**src/rtl/uart_rx_ctrl.sv**
```systemverilog
// 8N1 serial receiver that assembles BYTES bytes into one command word with a valid strobe.
// Optional macro RX_PARITY_EN switches the frame to 8E1 and adds the par_err strobe.
module uart_rx_ctrl #(
  parameter int unsigned CLKS_PER_BIT = 87,
  parameter int unsigned BYTES        = 8,
  parameter int unsigned TIMEOUT_BITS = 20
) (
  input  logic               clk,
  input  logic               rst,
  input  logic               rx,
  output logic [8*BYTES-1:0] rx_reg,
  output logic               rx_dv,
  output logic               rx_busy,
  output logic               frame_err,
  output logic [7:0]         err_cnt
`ifdef RX_PARITY_EN
  ,
  output logic               par_err
`endif
);

  localparam int unsigned CW     = $clog2(CLKS_PER_BIT + 1);
  localparam int unsigned TO_CYC = TIMEOUT_BITS * CLKS_PER_BIT;
  localparam int unsigned TW     = $clog2(TO_CYC + 1);
  localparam int unsigned IW     = (BYTES > 1) ? $clog2(BYTES) : 1;

  localparam logic [CW-1:0] HALF_C   = CW'(CLKS_PER_BIT / 2);
  localparam logic [CW-1:0] LAST_C   = CW'(CLKS_PER_BIT - 1);
  localparam logic [TW-1:0] TO_LAST  = TW'(TO_CYC - 1);
  localparam logic [IW-1:0] IDX_LAST = IW'(BYTES - 1);

  typedef enum logic [2:0] {
    S_IDLE,
    S_START,
    S_DATA,
    S_PARITY,
    S_STOP,
    S_BREAK
  } state_e;

  state_e             state_q, state_d;
  logic [1:0]         sync_q;
  logic               rx_s;
  logic [CW-1:0]      cnt_q, cnt_d;
  logic [2:0]         bit_q, bit_d;
  logic [7:0]         shift_q, shift_d;
  logic [IW-1:0]      idx_q, idx_d;
  logic [8*BYTES-1:0] word_q, word_d;
  logic [8*BYTES-1:0] rx_reg_q, rx_reg_d;
  logic               dv_q, dv_d;
  logic               ferr_q, ferr_d;
  logic [7:0]         err_q, err_d;
  logic [TW-1:0]      idle_q, idle_d;
  logic               err_inc;
  logic               byte_ok;

`ifdef RX_PARITY_EN
  logic perr_q, perr_d;
  logic pbad_q, pbad_d;
  assign byte_ok = ~pbad_q;
`else
  assign byte_ok = 1'b1;
`endif

  assign rx_s = sync_q[1];

  always_ff @(posedge clk) begin
    if (rst) begin
      sync_q   <= 2'b11;
      state_q  <= S_IDLE;
      cnt_q    <= '0;
      bit_q    <= '0;
      shift_q  <= '0;
      idx_q    <= '0;
      word_q   <= '0;
      rx_reg_q <= '0;
      dv_q     <= 1'b0;
      ferr_q   <= 1'b0;
      err_q    <= '0;
      idle_q   <= '0;
`ifdef RX_PARITY_EN
      perr_q   <= 1'b0;
      pbad_q   <= 1'b0;
`endif
    end else begin
      sync_q   <= {sync_q[0], rx};
      state_q  <= state_d;
      cnt_q    <= cnt_d;
      bit_q    <= bit_d;
      shift_q  <= shift_d;
      idx_q    <= idx_d;
      word_q   <= word_d;
      rx_reg_q <= rx_reg_d;
      dv_q     <= dv_d;
      ferr_q   <= ferr_d;
      err_q    <= err_d;
      idle_q   <= idle_d;
`ifdef RX_PARITY_EN
      perr_q   <= perr_d;
      pbad_q   <= pbad_d;
`endif
    end
  end

  always_comb begin
    state_d  = state_q;
    cnt_d    = cnt_q;
    bit_d    = bit_q;
    shift_d  = shift_q;
    idx_d    = idx_q;
    word_d   = word_q;
    rx_reg_d = rx_reg_q;
    dv_d     = 1'b0;
    ferr_d   = 1'b0;
    err_inc  = 1'b0;
    idle_d   = '0;
`ifdef RX_PARITY_EN
    perr_d   = 1'b0;
    pbad_d   = pbad_q;
`endif

    unique case (state_q)
      S_IDLE: begin
        if (!rx_s) begin
          state_d = S_START;
          cnt_d   = '0;
        end else if (idx_q != '0) begin
          // Partial word ages out only while the line sits idle between frames
          if (idle_q == TO_LAST) begin
            idx_d = '0;
          end else begin
            idle_d = idle_q + TW'(1);
          end
        end
      end

      S_START: begin
        if (cnt_q == HALF_C) begin
          cnt_d = '0;
          if (rx_s) begin
            state_d = S_IDLE;
          end else begin
            state_d = S_DATA;
            bit_d   = '0;
`ifdef RX_PARITY_EN
            pbad_d  = 1'b0;
`endif
          end
        end else begin
          cnt_d = cnt_q + CW'(1);
        end
      end

      S_DATA: begin
        if (cnt_q == LAST_C) begin
          cnt_d   = '0;
          shift_d = {rx_s, shift_q[7:1]};
          bit_d   = bit_q + 3'd1;
          if (bit_q == 3'd7) begin
`ifdef RX_PARITY_EN
            state_d = S_PARITY;
`else
            state_d = S_STOP;
`endif
          end
        end else begin
          cnt_d = cnt_q + CW'(1);
        end
      end

`ifdef RX_PARITY_EN
      S_PARITY: begin
        if (cnt_q == LAST_C) begin
          cnt_d   = '0;
          state_d = S_STOP;
          if ((^shift_q) != rx_s) begin
            perr_d  = 1'b1;
            pbad_d  = 1'b1;
            err_inc = 1'b1;
            idx_d   = '0;
          end
        end else begin
          cnt_d = cnt_q + CW'(1);
        end
      end
`endif

      S_STOP: begin
        if (cnt_q == LAST_C) begin
          cnt_d = '0;
          if (rx_s) begin
            // Return mid-stop-bit so the next start edge is never missed
            state_d = S_IDLE;
            if (byte_ok) begin
              word_d[8*(BYTES-1-int'(idx_q)) +: 8] = shift_q;
              if (idx_q == IDX_LAST) begin
                rx_reg_d = word_d;
                dv_d     = 1'b1;
                idx_d    = '0;
              end else begin
                idx_d = idx_q + IW'(1);
              end
            end
          end else begin
            state_d = S_BREAK;
            ferr_d  = 1'b1;
            err_inc = 1'b1;
            idx_d   = '0;
          end
        end else begin
          cnt_d = cnt_q + CW'(1);
        end
      end

      S_BREAK: begin
        if (rx_s) begin
          state_d = S_IDLE;
        end
      end

      default: begin
        state_d = S_IDLE;
      end
    endcase

    err_d = err_q;
    if (err_inc && (err_q != 8'hFF)) begin
      err_d = err_q + 8'd1;
    end
  end

  assign rx_reg    = rx_reg_q;
  assign rx_dv     = dv_q;
  assign frame_err = ferr_q;
  assign err_cnt   = err_q;
  assign rx_busy   = (state_q != S_IDLE) || (idx_q != '0);
`ifdef RX_PARITY_EN
  assign par_err   = perr_q;
`endif

endmodule

```
**config.mk**
```make
export PLATFORM = sky130hd
export DESIGN_NAME = uart_rx_ctrl
export DESIGN_NICKNAME = d
export VERILOG_FILES = /design/src/rtl/uart_rx_ctrl.sv
export SDC_FILE = /design/constraint.sdc
export NUM_CORES = 1
export LEC_CHECK = 0
export CAP_MARGIN = 20
export CELL_PAD_IN_SITES_DETAIL_PLACEMENT = 0
export CELL_PAD_IN_SITES_GLOBAL_PLACEMENT = 1
export CORE_UTILIZATION = 43
export CTS_CLUSTER_SIZE = 20
export DETAILED_ROUTE_END_ITERATION = 8
export DONT_BUFFER_PORTS = 1
export PLACE_DENSITY_LB_ADDON = 0.1
export SLEW_MARGIN = 20
export SYNTH_ARGS = -nofsm -noshare
export SYNTH_HDL_FRONTEND = slang
export SYNTH_SLANG_ARGS = --single-unit
```
**constraint.sdc**
```tcl
create_clock -name clk -period 2.25 [get_ports clk]
set_input_delay 0.45 -clock clk [delete_from_list [all_inputs] [get_ports clk]]
set_output_delay 0.45 -clock clk [all_outputs]
set_load 0.01 [all_outputs]
```
Yosys cells after proc, flatten, opt, wreduce, memory -nomap -nowiden
Cells that the tools add are included.

Flip-flop bits (word level): 175. Logic and storage cells: 93. Output and inout port bits: 75.

Bitwise operators: 5. Reduce and logical (&&, ||, !) cells: 18. Multiplexer cells: 29. Eq/ne operators: 20. Add/subtract/negate cells: 7. Shift operators: 2.

Operator list (count): $bwmux W64 (1); $shift A8 B34 Y64 const A (1); $shiftx A8 B34 Y64 (1); $mux W3 (16); $neg A32 Y34 (1); $mux W7 (3); $pmux W7 S3 (1); $ne A2 B2 Y1 const B (10); $pmux W3 S5 (1); $eq A3 B3 Y1 const B (4); $pmux W3 S2 (2); $add A11 B1 Y11 const B (1); $eq A11 B11 Y1 const B (1); $reduce_bool A3 Y1 (3); $add A8 B1 Y8 const B (1); $ne A8 B8 Y1 const B (1); $reduce_and A4 Y1 (2); $add A7 B1 Y7 const B (1); $eq A7 B6 Y1 const B (1); $eq A7 B7 Y1 const B (1); $add A3 B1 Y3 const B (2); $reduce_and A6 Y1 (1); $not A1 Y1 (5); $reduce_and A5 Y1 (1); other kinds (14) (19).

Depth between registers and ports, before layout
Word-level depth: 5. Depth in mapped cells: 10. Mapped depth without buffers: 6.

Worst setup path before layout
Ideal clock, no wire load.

Path type: register to register. Start point: register idx_q[0]. End point: register word_q[58]. Arrival time: 2.332 ns. Data required time: 2.122 ns. Stages on the path, launching flop included: 10. Path buffers: 3. Setup slack: -0.210 ns. Cell sequence: dfxtp_1 > buf_2 > inv_1 > ha_1 > buf_2 > or4_1 > buf_2 > nor4_4 > mux2i_1 > nor2_1.

Cells in the longest elaborated chain, start to end: 4. Elaborated cells on any way between the ends: 5. Those cells by class: 2 x add/sub; 2 x shift; 1 x mux.

RTL lines: start: declaration (RTL line 47) `logic [IW-1:0] idx_q, idx_d;`; start signal: assignment (RTL line 91) `idx_q <= idx_d;`; $sub A3 B3 Y4 * (RTL line 195) `word_d[8*(BYTES-1-int'(idx_q)) +: 8] = shift_q;`; $neg A32 Y34 * (RTL line 195); $shiftx A8 B34 Y64 / $shift A8 B34 Y64 (equally long branches) (RTL line 195); $bwmux W64 * (RTL line 195); end signal: assignment (RTL line 92) `word_q <= word_d;`; end: declaration (RTL line 48) `logic [8*BYTES-1:0] word_q, word_d;`.

Every way passes the cells marked *; elsewhere a longest branch is shown, timed or not. A chain may end at the register's enable or synchronous reset.

Worst setup path after layout
Start point: register idx_q[1]. End point: register word_q[60].

The elaborated chain is that of the path after synthesis.

==> metrics.txt <==
outcome=complete, no violations; Max Clock Skew=0.00865 ns; arrival time at the worst endpoint=approximately 2.4 ns; most frequent cells in the layout=dfxtp_1, nor2_1, nand2_1, mux2i_1, a21oi_1; Routed Antenna Nets=0; final core utilization=0.500; Chip Height=between 100 and 150 um; register area share after synthesis=0.455; row count=48; area delta synth->final=12.8%; cell area after synthesis=between 0.007 and 0.008 mm2; worst-path fanout max=8; crit start category=flop; post-route clock period utilization=0.951; multiplexer share of the synthesized area=0.0833; largest net degree at the start of global routing=159; die footprint=approximately 0.018 mm2; Max VDD drop=around 0.51 mV; total power=between 5 and 6 mW; cell count after synthesis=approximately 900; total wire length=between 15000 and 20000 um; Max-cap violations=0; TritonCTS Buffers=17; critical path endpoint category=flop; DRC violation count after routing=0; Synth Area in Simple Gates=0.227; Yosys cell types=56; core area=between 0.015 and 0.02 mm2; setup slack, reg-to-reg=~0.11 ns; clk_lat worst skew=approximately 0.43 ns; register area=0.00351 mm2; Worst Tran Pin Value=0.744 ns; Final min period=approximately 2.1 ns; fin area=around 0.0087 mm2; CTS clk-pin slew, worst paths=0.06 ns; WL/cell=approximately 17 um; post-DR vias/cell=5.63; filler cell count=1696; Worst Path Required=about 2.6 ns; # nets final=between 800 and 900; static leakage=approximately 2.7 nW; endpoints failing setup=0; P per Cell Area=~700 mW/mm2; Die W=roughly 140 um; overflow left after global routing=0; Reg2Reg Launch Point=idx_q[1]; gpl congestion=0.792; Post-DP Area=between 0.008 and 0.009 mm2; synth warn=0; initial core utilization=0.443; drt pass-1 iters=5; main flop type after synthesis=dfxtp_1; Sinks on Clock Net=~180; share of layout cells above drive strength 1=0.115; initial DRC count=411; synthesized area per cell=8.63 um2; Post-Synth XOR/XNOR Area=0.0148; most common cell after layout, fill and taps aside=dfxtp_1; Syn Nets=roughly 900; flops & latches, synth=approximately 180; worst setup path start=idx_q[1]; clock root buffer master=clkbuf_16; H-tree levels=4; # diodes=0; crit path to=word_q[60]; port buffer count=0; initial antenna violation count=0; Post-synth EDFFs=0; vias in the first global route=between 5000 and 6000; hold-fix buffers at CTS=0; I/O pins=slightly below 80; HPWL Detailed=~13000 um; Max Fclk=roughly 0.47 GHz; Synth Area in Adders=0.0177; WS Path Type=reg -> reg; Compound-Gate Fraction of Synth Area=0.150; max-slew violation count=0; Post-CTS Setup Inserts=0; GR Util All Layers=0.210; FF-to-FF path depth=7; asr flop ratio synth=0; Multi-input gate area=~0.004 mm2; Hold Path Class=in -> reg; RSZ-0062 raised after global routing=false; RR Endpoint=word_q[60]; TritonCTS clock tree=yes; Via Count=between 6000 and 7000; first-pass GRT wire length=30400 um; Final Hold Violating Endpoints=0; Relative slew margins=0.503; Max Buffers Root-to-Sink=2; largest family of logic cells by synthesized area=simple AND/OR/NAND/NOR gates
[worst min-delay path by stage]
stage	startpoint	endpoint	cells after the start
6_report	rst	cnt_q[1]	1
5_1_grt	rst	cnt_q[1]	1
4_1_cts	rst	err_cnt[1]	1
3_5_place_dp	sync_q[0]	sync_q[1]	1
3_3_place_gp	sync_q[0]	sync_q[1]	1
2_1_floorplan	sync_q[0]	sync_q[1]	1
[power breakdown]
part,internal [mW],total (mW),switching [mW]
registers,3.10,3.11,0.00483
logic,0.0152,0.0380,0.0227
clock network,1.60,2.76,1.16
[Yosys cell counts (4+ instances only)]
| master | n | share of area |
|---|---|---|
| nand3_1 | 50 | 0.033 |
| clkbuf_1 | 51 | 0.025 |
| a21oi_1 | 57 | 0.037 |
| nor2_1 | 114 | 0.056 |
| mux2i_1 | 64 | 0.083 |
| inv_1 | 8 | 0.0039 |
| buf_2 | 26 | 0.017 |
| and2_1 | 8 | 0.0065 |
| xor2_1 | 5 | 0.0057 |
| nor3_1 | 17 | 0.011 |
| a211oi_1 | 36 | 0.035 |
| nor4b_1 | 5 | 0.0057 |
| o31ai_1 | 4 | 0.0039 |
| o21ai_0 | 38 | 0.025 |
| or4_1 | 7 | 0.0068 |
| and3_1 | 5 | 0.0041 |
| nand2_1 | 95 | 0.046 |
| dfxtp_1 | 175 | 0.46 |
| nor2b_1 | 8 | 0.0065 |
| a311oi_1 | 32 | 0.036 |
| nand4_1 | 12 | 0.0098 |
| xnor2_1 | 8 | 0.0091 |
| ha_1 | 10 | 0.016 |
[critical path, cell delays in order (launching register included)]
cell and delay [ns]:
dfxtp_2 0.39, ha_4 0.18, ha_4 0.20, or4_4 0.55
nor4_4 0.21, buf_4 0.22, mux2i_1 0.21, nor2_1 0.06
[cell type report]
class,instances,area share
Multi-Input combinational cell,624,0.449
Timing Repair Buffer,50,0.0476
Sequential cell,175,0.404
Clock buffer,25,0.0560
Tap cell,225,0.0324
Inverter,8,0.00346
Clock inverter,6,0.00678
[cell families (layout without fill, tap and decap cells)]
family	after synthesis	after routing
fa+ha+maj	11	11
mux	64	64
compound gates	179	179
flops	175	175
buf+inv	92	89
simple gates	357	357
xor+xnor	13	13
[metal layers]
metal | GRT usage | part of all wire | up-vias | routed length [um]
li1 | - | - | 3137 | -
met3 | 0.0453 | 0.050 | 18 | 942
met5 | 0 | 0 | - | 0
met2 | 0.343 | 0.48 | 129 | 8950
met1 | 0.274 | 0.46 | 2987 | 8700
met4 | 0.0662 | 0.013 | 0 | 240
[metrics by stage]
step                      hold WS [ns]  instances  worst slack, ns  TNS (ns)
final                            0.111       1113            0.110         0
after CTS                       0.0829       1113           0.0894         0
after detailed placement         0.397       1082           0.0933         0
after floorplan                  0.389        891          -0.0793    -0.585
after global placement           0.392       1082            0.145         0
after global routing            0.0992       1113           0.0274         0
[repair_timing]
action | in CTS | in global routing
resized for setup | 0 | 2
hold endpoints to repair | 0 | 0
endpoints found under the setup margin | 0 | 7
Power figures use the tool's default switching activity.
